$ cat config.mk
export PLATFORM = sky130hd
export DESIGN_NAME = onehot_decoder_seq
export DESIGN_NICKNAME = d
export VERILOG_FILES = /design/src/rtl/onehot_decoder_seq.sv
export SDC_FILE = /design/constraint.sdc
export NUM_CORES = 1
export LEC_CHECK = 0
export BUFFER_PORTS_ARGS = -buffer_cell sky130_fd_sc_hd__buf_2
export CAP_MARGIN = 20
export CORE_UTILIZATION = 55
export DETAILED_ROUTE_END_ITERATION = 10
export HOLD_SLACK_MARGIN = 0.1
export PLACE_DENSITY_LB_ADDON = 0.15
export SLEW_MARGIN = 15
export SYNTH_ARGS = -nofsm -noshare
export SYNTH_HDL_FRONTEND = slang
export SYNTH_SLANG_ARGS = --single-unit
$ cat constraint.sdc
create_clock -name Clk -period 3.3 [get_ports Clk]
set_clock_uncertainty 0.1 [all_clocks]
set_input_delay 0.33 -clock Clk [delete_from_list [all_inputs] [get_ports Clk]]
set_output_delay 0.33 -clock Clk [all_outputs]
set_load 0.05 [all_outputs]
$ cat src/rtl/onehot_decoder_seq.sv
// Sequenced 3-to-8 one-hot decoder: codes arrive over valid/ready into a small FIFO,
// and each decoded pattern is held on Data_out for HOLD_CYCLES cycles.
module onehot_decoder_seq #(
  parameter int unsigned HOLD_CYCLES = 4,
  parameter int unsigned DEPTH       = 4
) (
  input  logic                     Clk,
  input  logic                     Reset,
  input  logic [2:0]               Code_in,
  input  logic                     Code_valid,
  output logic                     Code_ready,
  input  logic                     Enable,
  output logic [7:0]               Data_out,
  output logic                     Busy,
  output logic                     Done,
  output logic [$clog2(DEPTH):0]   Level
);

  localparam int unsigned AW = $clog2(DEPTH);
  localparam int unsigned LW = AW + 1;
  localparam logic [7:0] HOLD_M1 = 8'(HOLD_CYCLES - 1);

  typedef enum logic {IDLE, HOLD} state_t;

  logic [2:0]    mem [DEPTH];
  logic [AW-1:0] wr_ptr, rd_ptr;
  logic [LW-1:0] level_q;
  state_t        state_q, state_d;
  logic [7:0]    cnt_q, cnt_d;
  logic [7:0]    data_q, data_d;
  logic          push, pop, cnt_zero;

  // Ready depends only on registered occupancy, so a full FIFO never passes through.
  assign Code_ready = (level_q != LW'(DEPTH));
  assign push       = Code_valid && Code_ready;
  assign cnt_zero   = (cnt_q == '0);
  assign pop        = Enable && (level_q != '0) && ((state_q == IDLE) || cnt_zero);
  assign Level      = level_q;

  always_ff @(posedge Clk) begin
    if (push) mem[wr_ptr] <= Code_in;
  end

  always_ff @(posedge Clk) begin
    if (Reset) begin
      wr_ptr  <= '0;
      rd_ptr  <= '0;
      level_q <= '0;
    end else begin
      if (push) wr_ptr <= wr_ptr + AW'(1);
      if (pop)  rd_ptr <= rd_ptr + AW'(1);
      case ({push, pop})
        2'b10:   level_q <= level_q + LW'(1);
        2'b01:   level_q <= level_q - LW'(1);
        default: level_q <= level_q;
      endcase
    end
  end

  always_ff @(posedge Clk) begin
    if (Reset) begin
      state_q <= IDLE;
      cnt_q   <= '0;
      data_q  <= '0;
    end else begin
      state_q <= state_d;
      cnt_q   <= cnt_d;
      data_q  <= data_d;
    end
  end

  always_comb begin
    state_d = state_q;
    cnt_d   = cnt_q;
    data_d  = data_q;
    case (state_q)
      IDLE: begin
        if (pop) begin
          state_d = HOLD;
          cnt_d   = HOLD_M1;
          data_d  = 8'b1 << mem[rd_ptr];
        end
      end
      HOLD: begin
        if (!cnt_zero) begin
          cnt_d = cnt_q - 8'd1;
        end else if (pop) begin
          cnt_d  = HOLD_M1;
          data_d = 8'b1 << mem[rd_ptr];
        end else begin
          state_d = IDLE;
          data_d  = '0;
        end
      end
      default: begin
        state_d = IDLE;
        data_d  = '0;
      end
    endcase
  end

  always_comb begin
    Data_out = data_q;
    Busy     = (state_q == HOLD);
    Done     = (state_q == HOLD) && cnt_zero;
  end

endmodule
; Yosys cells after proc, flatten, opt, wreduce, memory -nomap -nowiden
; Memories as Yosys holds them, arrays and structs flattened. A register that Yosys moved wholly into a read port is not among the register bits.
; Index checks and enable logic that the tools add are counted.
[totals]
out_inout_bits = 14
reg_bits = 24
n_memories = 1
elab_cells = 43
ramBits = 12
inputBits = 7
[classes]
eq_ne = 5
addsub = 5
shifts = 1
bitwise = 1
n_reduce_logical = 9
muxes = 15
[memory_table]
columns = name, words, word_bits, read_ports, rd_ports_with_merged_regs, wr, line_no
row1 = mem, 4, 3, 1, 1, 1, 25  ; logic [2:0] mem [DEPTH];
[op_table]
columns = cell, n
row1 = 2-to-1 mux 8 bit, 5
row2 = case mux 8 bit (2 select lines), 2
row3 = logical NOT 8 bit, 1
row4 = "<< shifter 1 x 3 -> 8 bit, first input constant", 1
row5 = "subtractor 8 x 1 -> 8 bit, second input constant", 1
row6 = case mux 3 bit (2 select lines), 1
row7 = "adder 2 x 1 -> 2 bit, second input constant", 2
row8 = logical AND 1 bit, 4
row9 = 2-to-1 mux 1 bit, 4
row10 = 2-to-1 mux 2 bit, 2
row11 = "adder 3 x 1 -> 3 bit, second input constant", 1
row12 = "inequality test 3 bit, second input constant", 1
row13 = nonzero test 3 bit, 1
row14 = "subtractor 3 x 1 -> 3 bit, second input constant", 1
row15 = "equality test 2 x 1 -> 1 bit, second input constant", 1
row16 = "equality test 2 bit, second input constant", 1
row17 = "inequality test 2 x 1 -> 1 bit, second input constant", 1
row18 = "inequality test 2 bit, second input constant", 1
row19 = case mux 1 bit (2 select lines), 1
row20 = AND reduction 2 bit, 1
row21 = nonzero test 2 bit, 1
row22 = logical OR 1 bit, 1
row23 = inverter 1 bit, 1

; Logic depth before layout (Yosys ltp)
[logic_depth]
ltp_word = 6
mapped_depth = 12
mapped_depth_nobuf = 11

; Least setup slack after synthesis
; Ideal clock, no wire load.
[synth_timing]
path_type = register -> register
from = register cnt_q[0]
to = register level_q[2] (netlist: Level[2])
arrival_time_ns = 2.851
t_required_ns = 3.129
setup_time_ns = 0.071
slack_ns = 0.279
synth_period_minus_slack_ns = 3.021
stages_incl_launch_ff = 13
path_cell_list = dfxtp_1 inv_1 ha_1 or4b_4 o41a_1 buf_2 nor2_1 ha_1 inv_1 fa_1 xor2_1 or3_1 a21oi_1
[synth_between]
elab_chain_len = 5
word_cells_on_any_way = 7
[synth_rtl]
columns = item, line_no
row1 = "start, declared", 29  ; logic [7:0] cnt_q, cnt_d;
row2 = "start signal, assigned", 67  ; cnt_q <= cnt_d;
row3 = logical NOT 8 bit *, 36  ; assign cnt_zero = (cnt_q == '0);
row4 = logical OR 1 bit *, 37  ; assign pop = Enable && (level_q != '0) && ((state_q == IDLE) || cnt_zero);
row5 = logical AND 1 bit *, 37
row6 = net pop, 31  ; logic push, pop, cnt_zero;
row7 = equality test 2 x 1 -> 1 bit / equality test 2 bit (equally long branches), 52  ; case ({push, pop})
row8 = case mux 3 bit (2 select lines) / nonzero test 2 bit (equally long branches), --
row9 = "end signal, assigned", 53  ; 2'b10: level_q <= level_q + LW'(1);
row10 = "end signal, assigned", 54  ; 2'b01: level_q <= level_q - LW'(1);
row11 = "end signal, assigned", 55  ; default: level_q <= level_q;
row12 = "end, declared", 27  ; logic [LW-1:0] level_q;
; Mark *: on every way through the listed nets, which the timed path passes. The rest lies on a longest branch.
; A chain may end at the register's enable or synchronous reset.

; Worst setup path after layout
; Ends and elaborated chain as after synthesis.

==> key figures <==
Final layout
  • Share of cells above drive strength 1: 20.57%
  • Core Util, Final: 67.40%
  • Area grow syn2layout: 14.04%
  • # nets final: 188
  • ANT cells: 0

Clock network
  • Post-CTS Setup Bufs: 0
  • CTS Buf Count: 5
  • CTS sink cnt: 38
  • CTS resizes: 0
  • Clock root buffer: clkbuf_4
  • Worst skew pair latency: 0.34 ns
  • TritonCTS clock tree: yes
  • Clock slew at reported path FFs: 0.11 ns
  • Clock Tree Buf Depth: 2
  • CTS H-tree depth: 2

Yosys
  • Synth top area share: 31.40%
  • Cells after Synth: 147
  • Cell Area, Synth: 1658 sq um
  • Synthesized netlist net count: 161
  • Synth cell count leaders: dfxtp_1 (26), nor2_1 (13), edfxtp_1 (12)
  • Synth Register Bits: 38
  • Synth area leaders: dfxtp_1 (31%), edfxtp_1 (22%), ha_1 (4.5%)
  • Count leader, synth: dfxtp_1
  • Yosys cell types: 42
  • Number of enable flip-flop cells after synthesis: 12
  • Syn Area/Cell: 11.28 sq um
  • Synth area leader: dfxtp_1
  • Ys flop type: dfxtp_1
  • Synthesis warning total: 0
  • Register area share after synthesis: 53.13%
  • Ys async rst share: 0%

Worst setup path
  • Crit-path cells: inv_1 > ha_1 > or4b_4 > o41a_1 > nor2_1 > ha_1 > inv_1 > fa_1 > xor2_1 > or3_1 > a21oi_1
  • Type of origin of the critical path: flip-flop
  • Worst-path maximum fanout: 5
  • Arr. time, crit path: 3.21 ns
  • Setup CP Type: reg -> reg
  • Crit. End Element: flip-flop
  • Crit path required time: 3.48 ns
  • CP max stage delay: 0.50 ns
  • Critical-path top delay cell: or4b_4

Global routing
  • Grt ovf: 0
  • Initial antenna violation count: 0
  • First-pass GRT wire length: 5644 um
  • Tot GR Track Use: 23.51%
  • Largest net degree at the start of global routing: 22
  • Vias in the first global route: 1,235

Drt
  • Total number of vias: 1,263
  • Drt wl/cell: 16.03 um
  • Drt drc: 4
  • Iter 0 DRT Violations: 58
  • Drt total wl: 3302 um
  • DRT Pass-1 Iters: 7
  • Via/cell ratio: 6.131
  • Detail Route Antenna Nets: 0

Timing
  • Period utilisation layout: 92.04%
  • Tmin final: 3.037 ns
  • Final hold vios: 0
  • Slew Viols, Final: 0
  • Final count of negative-setup-slack endpoints: 0
  • Maximum clock rate: 329.3 MHz
  • Least-Margin Pin Slew: 0.8239 ns
  • Setup_tns: 0 ns
  • Headroom to the max-slew limit: 44.65%
  • Final WS setup: 0.2628 ns
  • RSZ-0062 raised after global routing: false

Die
  • Rows: 19
  • Core ar.: 2805 sq um
  • Initial Util: 59.10%
  • Die height: 56.90 um
  • Die Wd: 56.90 um
  • # IOs: 21
  • Die area: 3238 sq um

Run status
  • Status: finished, violations left
  • Failing checks: DRC

Power
  • Leakage: 0.7424 nW
  • Power Density: 885.6 nW/um^2
  • Max rail drop VDD: 0.6597 mV
  • Power consumption: 1.674 mW

Place
  • GPL Wtd Cong: 0.7860
  • Port Buffers: 20
  • Pre-CTS setup slack: 0.3011 ns
  • DP HPWL: 2301 um

Job
  • Max-cap viol count: 0

Min path
  • Hold Crit Class: in -> reg
==> stage by stage <==
step | std cells | instance area, sq um | hold WS [ns]
floorplan | 147 | 1658 | 0.3289
global placement | 196 | 1795 | 0.3477
detailed placement | 196 | 1795 | 0.3510
CTS | 205 | 1881 | 0.1074
global route | 206 | 1891 | 0.1118
finish | 206 | 1891 | 0.1151
==> path summary, 6_finish.rpt <==
kind	from	endpoint	slack (ns)	cells after the start
max	cnt_q[0]$_SDFF_PP0_	Level[2]$_SDFFE_PP0P_	0.26	11
min	Code_in[2]	mem[3][2]$_DFFE_PP_	0.12	1
max reg2reg	cnt_q[0]$_SDFF_PP0_	Level[2]$_SDFFE_PP0P_	0.26	11
min reg2reg	Data_out[1]$_SDFFE_PP0P_	Data_out[1]$_SDFFE_PP0P_	0.37	1
==> worst max-delay path, delay by kind of cell (launching register included) <==
kind            cells  cell delay [ns]
buf+inv             2             0.13
compound gates      2             0.49
flops               1             0.36
fa+ha+maj           3             0.77
simple gates        3             0.97
xor+xnor            1             0.16
==> final cells by class <==
cell class	instances	area (sq um)
Fill cell	230	914.6
Sequential cell	38	880.8
Clock inverter	1	30.03
Inverter	10	37.54
Multi-Input combinational cell	95	723.2
Timing Repair Buffer	24	135.1
Tap cell	31	38.79
Clock buffer	7	45.04
==> report_power, final <==
group	leakage [nW]	internal, mW	switching [mW]
registers	0.322	0.571	0.0957
clock network	0.0395	0.161	0.148
logic	0.381	0.256	0.443
total	0.742	0.987	0.687
==> timing repair <==
item                                   in CTS  in global routing
setup endpoints to repair                   0                  0
endpoints found under the hold margin       1                  4
hold buffers                                1                  1
==> state kept, by name, indices dropped and copies added (netlist names), named ones only <==
register  cells
Data_out      8
cnt_q         8
mem          12
Level         3
Busy          1
wr_ptr        2
rd_ptr        2
==> layer usage <==
| metal | vias up | part of all wire (%) | track usage [%] |
|---|---|---|---|
| li1 | 607 | - | - |
| met1 | 617 | 42 | 28.04 |
| met2 | 29 | 51 | 37.82 |
| met3 | 10 | 4.4 | 5.530 |
| met4 | 0 | 2.7 | 15.68 |
| met5 | - | 0 | 0 |
==> placed cells by master, fill, tap and decap left out, types with 2 or more instances in the layout <==
cell,netlist,layout
nor3_1,6,6
xor2_1,2,2
nand2b_1,2,2
clkbuf_1,3,2
and3_1,4,4
or3_1,4,4
ha_1,6,6
buf_2,1,20
mux4_2,3,3
nand3b_1,2,2
edfxtp_1,12,12
dfxtp_1,26,26
a211oi_1,2,2
nand2_1,5,5
clkbuf_4,0,5
nor2_1,13,13
a32o_1,4,4
nand3_1,2,2
inv_1,10,10
a21oi_1,10,10
o21ai_0,3,3
a311oi_1,3,3
buf_4,0,2
dlygate4sd3_1,0,2
a22o_1,4,4
==> kinds of logic after synthesis <==
logic type	share of synthesized area [%]
AND/OR/NAND/NOR	16.15
XOR/XNOR	1.585
adder cells (fa/ha/maj)	5.736
multiplexers	4.679
buffers and inverters	3.245
AO/OA/AOI/OAI	15.47
flip-flops	53.13
Note: power is estimated with default switching activity, not from simulation.
